$ cat config.mk
export PLATFORM = sky130hd
export DESIGN_NAME = video_vram_arbiter_flat
export DESIGN_NICKNAME = d
export VERILOG_FILES = /design/src/rtl/video_vram_arbiter_if.sv /design/src/rtl/video_vram_arbiter.sv /design/src/flat_wrapper.sv
export SDC_FILE = /design/constraint.sdc
export NUM_CORES = 1
export LEC_CHECK = 0
export ABC_AREA = 1
export ABC_CLOCK_PERIOD_IN_PS = 3800
export BUFFER_PORTS_ARGS = -buffer_cell sky130_fd_sc_hd__buf_2
export CAP_MARGIN = 15
export CORE_AREA = 5 5 114 116
export CTS_CLUSTER_SIZE = 14
export DETAILED_ROUTE_END_ITERATION = 8
export DIE_AREA = 0 0 119 121
export PLACE_DENSITY = 0.73
export SYNTH_ARGS = -nofsm -noshare
export SYNTH_HDL_FRONTEND = slang
export SYNTH_SLANG_ARGS = --single-unit
$ cat constraint.sdc
create_clock -name i_clock -period 3.8 [get_ports i_clock]
set_input_delay 0.76 -clock i_clock [delete_from_list [all_inputs] [get_ports i_clock]]
set_output_delay 0.76 -clock i_clock [all_outputs]
set_load 0.01 [all_outputs]
$ cat src/rtl/video_vram_arbiter_if.sv
// ---------------------------------------------------------------------------
// video_vram_arbiter_if
//   One request/response channel of the VRAM arbiter. The same bundle is used
//   for both client masters (A and B) and for the shared VRAM bus itself.
//
//   Signals
//     request  requester -> responder  transaction pending, held until ready
//     rw       requester -> responder  direction, 1 = write
//     address  requester -> responder  byte address
//     wdata    requester -> responder  write data
//     rdata    responder -> requester  read data, valid with ready
//     ready    responder -> requester  one-cycle completion pulse
//
//   Modports
//     master : the side that issues transactions
//     slave  : the side that completes them
// ---------------------------------------------------------------------------
interface video_vram_arbiter_if;
  logic        request;
  logic        rw;
  logic [31:0] address;
  logic [31:0] wdata;
  logic [31:0] rdata;
  logic        ready;

  modport master (
    output request, rw, address, wdata,
    input  rdata, ready
  );

  modport slave (
    input  request, rw, address, wdata,
    output rdata, ready
  );
endinterface

$ cat src/rtl/video_vram_arbiter.sv
// ---------------------------------------------------------------------------
// video_vram_arbiter
//   Shares a single VRAM bus between a CPU write buffer (port A) and the video
//   line-buffer fill engine (port B). B has fixed priority so scanline fetches
//   make their hblank deadline; a burst limiter hands A one transaction once
//   B has won MAX_B_BURST grants in a row while A was waiting.
//
//   Parameters
//     MAX_B_BURST  consecutive B grants tolerated while A is pending (1..255)
//
//   Ports
//     i_clock   in   system clock, rising edge
//     i_reset   in   synchronous reset, active high
//     s_pa      slave  master A channel (request/rw/address/wdata -> rdata/ready)
//     s_pb      slave  master B channel, same shape as A
//     m_bus     master VRAM channel; ready is a one-cycle completion
//     o_grant   out  current owner: 01 = A, 10 = B, 00 = none
//
//   Timing
//     IDLE samples requests and registers the winner onto the bus (one cycle
//     request-to-bus latency). The owner's ready/rdata are passed straight
//     through from the bus in the completion cycle; the next edge drops the
//     bus request and returns to IDLE, so there is always at least one idle
//     bus cycle between transactions.
// ---------------------------------------------------------------------------
module video_vram_arbiter #(
  parameter int unsigned MAX_B_BURST = 16
) (
  input  logic                        i_clock,
  input  logic                        i_reset,
  video_vram_arbiter_if.slave         s_pa,
  video_vram_arbiter_if.slave         s_pb,
  video_vram_arbiter_if.master        m_bus,
  output logic [1:0]                  o_grant
);

  typedef enum logic [1:0] {
    ST_IDLE   = 2'd0,
    ST_BUSY_A = 2'd1,
    ST_BUSY_B = 2'd2
  } state_t;

  localparam logic [7:0] LP_MAX_BURST = 8'(MAX_B_BURST);
  localparam logic [1:0] LP_GRANT_A   = 2'b01;
  localparam logic [1:0] LP_GRANT_B   = 2'b10;

  state_t      r_state;
  logic        r_bus_request;
  logic        r_bus_rw;
  logic [31:0] r_bus_address;
  logic [31:0] r_bus_wdata;
  logic [1:0]  r_grant;
  logic [7:0]  r_burst_cnt;

  logic w_burst_full;
  logic w_sel_b;
  logic w_sel_a;
  logic w_done_a;
  logic w_done_b;

  // B keeps priority unless A has already watched a full burst go by.
  assign w_burst_full = (r_burst_cnt == LP_MAX_BURST);
  assign w_sel_b      = s_pb.request && !(s_pa.request && w_burst_full);
  assign w_sel_a      = !w_sel_b && s_pa.request;

  // Completion is forwarded only to the current owner. The reset term keeps a
  // ready that lands in the reset cycle from leaking out as a completion.
  assign w_done_a = (r_state == ST_BUSY_A) && m_bus.ready && !i_reset;
  assign w_done_b = (r_state == ST_BUSY_B) && m_bus.ready && !i_reset;

  always_ff @(posedge i_clock) begin
    if (i_reset) begin
      r_state       <= ST_IDLE;
      r_bus_request <= 1'b0;
      r_bus_rw      <= 1'b0;
      r_bus_address <= '0;
      r_bus_wdata   <= '0;
      r_grant       <= 2'b00;
      r_burst_cnt   <= '0;
    end else begin
      case (r_state)
        ST_IDLE: begin
          if (w_sel_b) begin
            r_bus_request <= 1'b1;
            r_bus_rw      <= s_pb.rw;
            r_bus_address <= s_pb.address;
            r_bus_wdata   <= s_pb.wdata;
            r_grant       <= LP_GRANT_B;
            r_state       <= ST_BUSY_B;
            // Only B grants that A actually had to wait through are counted.
            if (s_pa.request)
              r_burst_cnt <= w_burst_full ? r_burst_cnt : r_burst_cnt + 8'd1;
            else
              r_burst_cnt <= '0;
          end else if (w_sel_a) begin
            r_bus_request <= 1'b1;
            r_bus_rw      <= s_pa.rw;
            r_bus_address <= s_pa.address;
            r_bus_wdata   <= s_pa.wdata;
            r_grant       <= LP_GRANT_A;
            r_state       <= ST_BUSY_A;
            r_burst_cnt   <= '0;
          end else begin
            // Nothing granted here means A is not waiting.
            r_burst_cnt   <= '0;
          end
        end

        ST_BUSY_A, ST_BUSY_B: begin
          // Bus fields are held; requester inputs are not looked at again.
          if (m_bus.ready) begin
            r_bus_request <= 1'b0;
            r_grant       <= 2'b00;
            r_state       <= ST_IDLE;
          end
        end

        default: begin
          r_bus_request <= 1'b0;
          r_grant       <= 2'b00;
          r_state       <= ST_IDLE;
        end
      endcase
    end
  end

  assign m_bus.request = r_bus_request;
  assign m_bus.rw      = r_bus_rw;
  assign m_bus.address = r_bus_address;
  assign m_bus.wdata   = r_bus_wdata;
  assign o_grant       = r_grant;

  assign s_pa.ready = w_done_a;
  assign s_pa.rdata = w_done_a ? m_bus.rdata : '0;
  assign s_pb.ready = w_done_b;
  assign s_pb.rdata = w_done_b ? m_bus.rdata : '0;

endmodule

$ cat src/flat_wrapper.sv
// flat-port wrapper written by rule: the top's interface ports become plain ports
module video_vram_arbiter_flat 
#(
  parameter int unsigned MAX_B_BURST = 16
)
  (i_clock, i_reset, o_grant, s_pa_request, s_pa_rw, s_pa_address, s_pa_wdata, s_pa_rdata, s_pa_ready, s_pb_request, s_pb_rw, s_pb_address, s_pb_wdata, s_pb_rdata, s_pb_ready, m_bus_request, m_bus_rw, m_bus_address, m_bus_wdata, m_bus_rdata, m_bus_ready);
  video_vram_arbiter_if s_pa_i ();
  video_vram_arbiter_if s_pb_i ();
  video_vram_arbiter_if m_bus_i ();
  input  logic i_clock;
  input  logic i_reset;
  output logic [1:0] o_grant;
  input wire logic [$bits(s_pa_i.request)-1:0] s_pa_request;
  input wire logic [$bits(s_pa_i.rw)-1:0] s_pa_rw;
  input wire logic [$bits(s_pa_i.address)-1:0] s_pa_address;
  input wire logic [$bits(s_pa_i.wdata)-1:0] s_pa_wdata;
  output wire logic [$bits(s_pa_i.rdata)-1:0] s_pa_rdata;
  output wire logic [$bits(s_pa_i.ready)-1:0] s_pa_ready;
  input wire logic [$bits(s_pb_i.request)-1:0] s_pb_request;
  input wire logic [$bits(s_pb_i.rw)-1:0] s_pb_rw;
  input wire logic [$bits(s_pb_i.address)-1:0] s_pb_address;
  input wire logic [$bits(s_pb_i.wdata)-1:0] s_pb_wdata;
  output wire logic [$bits(s_pb_i.rdata)-1:0] s_pb_rdata;
  output wire logic [$bits(s_pb_i.ready)-1:0] s_pb_ready;
  output wire logic [$bits(m_bus_i.request)-1:0] m_bus_request;
  output wire logic [$bits(m_bus_i.rw)-1:0] m_bus_rw;
  output wire logic [$bits(m_bus_i.address)-1:0] m_bus_address;
  output wire logic [$bits(m_bus_i.wdata)-1:0] m_bus_wdata;
  input wire logic [$bits(m_bus_i.rdata)-1:0] m_bus_rdata;
  input wire logic [$bits(m_bus_i.ready)-1:0] m_bus_ready;
  assign s_pa_i.request = s_pa_request;
  assign s_pa_i.rw = s_pa_rw;
  assign s_pa_i.address = s_pa_address;
  assign s_pa_i.wdata = s_pa_wdata;
  assign s_pa_rdata = s_pa_i.rdata;
  assign s_pa_ready = s_pa_i.ready;
  assign s_pb_i.request = s_pb_request;
  assign s_pb_i.rw = s_pb_rw;
  assign s_pb_i.address = s_pb_address;
  assign s_pb_i.wdata = s_pb_wdata;
  assign s_pb_rdata = s_pb_i.rdata;
  assign s_pb_ready = s_pb_i.ready;
  assign m_bus_request = m_bus_i.request;
  assign m_bus_rw = m_bus_i.rw;
  assign m_bus_address = m_bus_i.address;
  assign m_bus_wdata = m_bus_i.wdata;
  assign m_bus_i.rdata = m_bus_rdata;
  assign m_bus_i.ready = m_bus_ready;
  video_vram_arbiter #(.MAX_B_BURST(MAX_B_BURST)) u_core (.i_clock(i_clock), .i_reset(i_reset), .s_pa(s_pa_i), .s_pb(s_pb_i), .m_bus(m_bus_i), .o_grant(o_grant));
endmodule
Yosys cells after proc, flatten, opt, wreduce, memory -nomap -nowiden
Cells that the tools add are included.
Widths: inputs -> output; s select.
{"block": "op_classes", "n_eq_ne": 6, "n_addsub": 1, "muxes": 19, "reduce_logical": 16}
{"cell": "$mux 32", "count": 6}
{"cell": "$mux 8", "count": 3}
{"cell": "$add 8x1->8 const B", "count": 1}
{"cell": "$eq 8x5->1 const B", "count": 1}
{"cell": "$logic_and 1x1->1", "count": 7}
{"cell": "$mux 2", "count": 3}
{"cell": "$reduce_and 2->1", "count": 3}
{"cell": "$mux 1", "count": 5}
{"cell": "$pmux 2 s2", "count": 1}
{"cell": "$logic_not 1->1", "count": 3}
{"cell": "$ne 3x1->1 const B", "count": 1}
{"cell": "$ne 3x3->1 const B", "count": 1}
{"cell": "$eq 2x1->1 const B", "count": 1}
{"cell": "$eq 2x2->1 const B", "count": 1}
{"cell": "$logic_not 2->1", "count": 1}
{"cell": "$ne 2x2->1 const B", "count": 1}
{"cell": "$pmux 1 s2", "count": 1}
{"cell": "$reduce_bool 2->1", "count": 1}
{"cell": "$reduce_or 2->1", "count": 1}
{"block": "totals", "ff_bits": 76, "elab_cells": 48, "in_bits": 167, "out_inout_bits": 134}

Logic depth before layout (Yosys ltp)
{"block": "depth", "ltp_word": 9, "ltp_mapped": 12}

Worst setup path before layout
No wires, ideal clock.
{"block": "synth_path", "path_type": "input -> output", "startpoint": "input i_reset", "endpoint": "output s_pa_rdata[22]", "stages": 4, "slack_ps": 1666, "path_buffers": 1, "arrival_time_ps": 1374, "path_cell_list": "inv_1 > nand3_1 > clkbuf_1 > nor2_1"}
{"block": "synth_via", "elab_chain_cells": 3}
{"element": "from (decl)", "line": "flat_wrapper.sv:11", "text": "input logic i_reset;"}
{"element": "$logic_not 1->1", "line": "video_vram_arbiter.sv:68", "text": "assign w_done_a = (r_state == ST_BUSY_A) && m_bus.ready && !i_reset;"}
{"element": "$logic_and 1x1->1", "line": "video_vram_arbiter.sv:68"}
{"element": "$mux 32", "line": "video_vram_arbiter.sv:134", "text": "assign s_pa.rdata = w_done_a ? m_bus.rdata : '0;"}
{"element": "to (decl)", "line": "flat_wrapper.sv:17", "text": "output wire logic [$bits(s_pa_i.rdata)-1:0] s_pa_rdata;"}
Every way passes these cells.

==> out/results.tsv <==
stage	metric	value	unit
clock_network	clk_lat worst skew	0.34	ns
setup_path	Worst Setup Start Kind	flop	
global_routing	GR Overflow Total	0	
sta	min cycle time layout	2.47	ns
pwr	power density over cell area	420	nW/um2
placed_design	placement-stage cell area	5890	um2
clock_network	post_cts resized	0	
synth	Avg Cell Area, Syn	5.72	um2
placed_design	PortBufs	300	
clock_network	CTS Hold Bufs	0	
sta	RSZ-0062 raised after global routing	no	
setup_path	Critical Path Sink Type	primary output	
setup_path	Worst Setup SP	u_core.o_grant[0]	
placed_design	gpl congestion	0.960	
sta	setup TNS	0	ns
layout	Layout Area Growth over Synthesis	42.5	%
pwr	Lkg Pwr	4.05	nW
pwr	Peak VDD IR	0.179	mV
sta	Setup Viol. Count Final	0	
global_routing	largest net degree at the start of global routing	75	
sta	Max transition margin	0.380	
setup_path	slowest stage cell on the critical path	dfxtp_1	
routing	routed len/inst	12.8	um
layout	fillers	1279	
setup_path	Worst Path Arrival	1.71	ns
synth	Mapped Nets	933	
setup_path	FF-to-FF setup slack	1.69	ns
sta	Hold Fails Final Rpt	0	
synth	Yosys reg bits	76	
setup_path	Required @ worst endpoint	3.04	ns
setup_path	crit-path max cell delay	0.38	ns
placed_design	HPWL Detailed	11.8	mm
clock_network	# H-tree levels	3	
sta	final worst path period share	0.650	
global_routing	GRT Overall Usage	0.198	
layout	fin nets	1208	
floorplanning	CORE AREA	11800	um2
synth	register area share after synthesis	0.349	
global_routing	antenna violations before repair	0	
clock_network	cts bufs inserted	9	
routing	Residual DRC	0	
floorplanning	Die X	119	um
synth	Ys Warns	0	
global_routing	first-pass GRT wire length	23.0	mm
synth	post-synth cell types	22	
setup_path	FF-to-FF Start	u_core.r_burst_cnt[0]	
sta	worst clock skew	0.00516	ns
routing	vias per cell	4.41	
floorplanning	IO Count	301	
synth	Synth Cell Area	4360	um2
global_routing	number of global-route vias before repair	4642	
clock_network	CTS root buffer	clkbuf_16	
floorplanning	Die Y	121	um
setup_path	type of the worst setup path	flop to primary output	
clock_network	worst-case clock buffer depth	2	
min_path	hold wc startpoint	u_core.r_burst_cnt[4]	
layout	ANT cells	0	
layout	post-route cell area	6210	um2
sta	Final Max Slew Viols	0	
pwr	Pwr Total	2.61	mW
outcome	status	finished clean	
clock_network	Sink Count	76	
clock_network	Setup Fix Bufs, Post-CTS	0	
floorplanning	die area	14400	um2
sta	worst-margin pin slew	0.929	ns
clock_network	CTS tree	yes	
setup_path	crit path max fanout	29	
setup_path	CP cell instances	inv_1 -> ha_1 -> nand3_1 -> buf_4 -> nor2_1 -> buf_2	
layout	Seq. cell area	1520	um2
routing	Routed WL	15.2	mm
floorplanning	FP Rows	40	
min_path	Min-Delay Path Class	flop to flop	
sta	fmax	405	MHz
flow_run	max-cap violations	0	
synth	cell count after synthesis	761	
routing	DR pass1 iterations	5	
layout	area occupied by multi-input gates	2180	um2
routing	ANT nets after route	0	
routing	vias	5237	
layout	share of cells above drive strength 1	0.313	
routing	DRT iter0 DRCs	272	
floorplanning	starting density of the core	0.369	
clock_network	clock-pin slew on the worst setup and hold paths	0.06	ns
## critical path, delay by kind of cell, from the launching register on
kind | cells | cell delay [ns]
and+or+nand+nor | 2 | 0.26
buffers and inverters | 3 | 0.53
DFF | 1 | 0.38
adders and majority gates | 1 | 0.20
## report_power, final
part / switching (mW) / leakage, nW / total [mW] / internal (mW)
combinational: 0.440 / 3.27 / 0.730 / 0.290
clock: 0.345 / 0.152 / 0.923 / 0.578
sequential: 0.0509 / 0.630 / 0.955 / 0.904
total: 0.836 / 4.05 / 2.61 / 1.77
## final timing paths
check | end | cells past startpoint
max reg2reg | u_core.m_bus.wdata[31] | 11
min | u_core.r_burst_cnt[4] | 2
min reg2reg | u_core.r_burst_cnt[4] | 2
max | s_pb_rdata[17] | 6
## synthesized netlist by cell type
cell type | n | area [um2]
o21ai_0 | 5 | 25.0
clkinv_1 | 1 | 3.75
clkbuf_1 | 23 | 86.3
buf_2 | 13 | 65.1
or2_1 | 1 | 6.26
xor2_1 | 1 | 8.76
o21ai_2 | 1 | 8.76
buf_6 | 3 | 33.8
o22ai_1 | 1 | 6.26
nor2_2 | 1 | 6.26
nor2_1 | 204 | 766
inv_1 | 116 | 435
buf_4 | 1 | 7.51
nor2_8 | 1 | 20.0
dfxtp_1 | 76 | 1520
nand4_1 | 4 | 25.0
nand3_1 | 73 | 365
nand2_1 | 218 | 818
a21oi_1 | 10 | 50.1
inv_2 | 1 | 3.75
buf_8 | 2 | 30.0
ha_1 | 5 | 62.6
## cell type report
class | instances | share of cell area
multi-input combinational | 525 | 0.350
timing repair buffer | 306 | 0.251
sequential | 76 | 0.245
inverter | 118 | 0.0717
clock buffer | 9 | 0.0363
tap | 147 | 0.0296
clock inverter | 7 | 0.0157
## sequential cells by signal, summed over array words and instances, names as in the netlist
| register | count |
|---|---|
| u_core.m_bus.address | 32 |
| u_core.m_bus.request | 1 |
| u_core.m_bus.rw | 1 |
| u_core.m_bus.wdata | 32 |
| u_core.o_grant | 2 |
| u_core.r_burst_cnt | 8 |
## metrics by stage
step	instances	util	hold slack, ns	setup WS, ns
after floorplan	761	-	0.458	1.67
after global placement	1172	0.498	0.476	1.40
after detailed placement	1172	0.498	0.479	1.36
after CTS	1188	0.526	0.488	1.30
after global routing	1188	0.526	0.504	1.16
final	1188	0.526	0.494	1.33
## placed cells by master (no fill, tap or decap), drive strengths merged
cell,n
or2,1
o21ai,6
clkbuf,9
clkinv,2
nand2,218
clkinvlp,2
inv,119
nand4,4
xor2,1
ha,5
bufinv,2
buf,306
dfxtp,76
nand3,73
o22ai,1
nor2,206
a21oi,10
## routing by layer
| layer | routed length, um | GRT usage | up-vias |
|---|---|---|---|
| met5 | 0 | 0 | - |
| met4 | 465 | 0.0912 | 0 |
| met3 | 1310 | 0.0592 | 23 |
| met2 | 7360 | 0.348 | 203 |
| met1 | 6040 | 0.218 | 2220 |
| li1 | - | - | 2791 |
## cell families after synthesis
logic type,Yosys count,synth area share
AOI/OAI and AO/OA,17,0.0207
adders and majority gates,5,0.0144
buffers and inverters,160,0.153
xor gates and xnor gates,1,0.00201
DFF,76,0.349
and+or+nand+nor,502,0.461
Power figures use the tool's default switching activity.
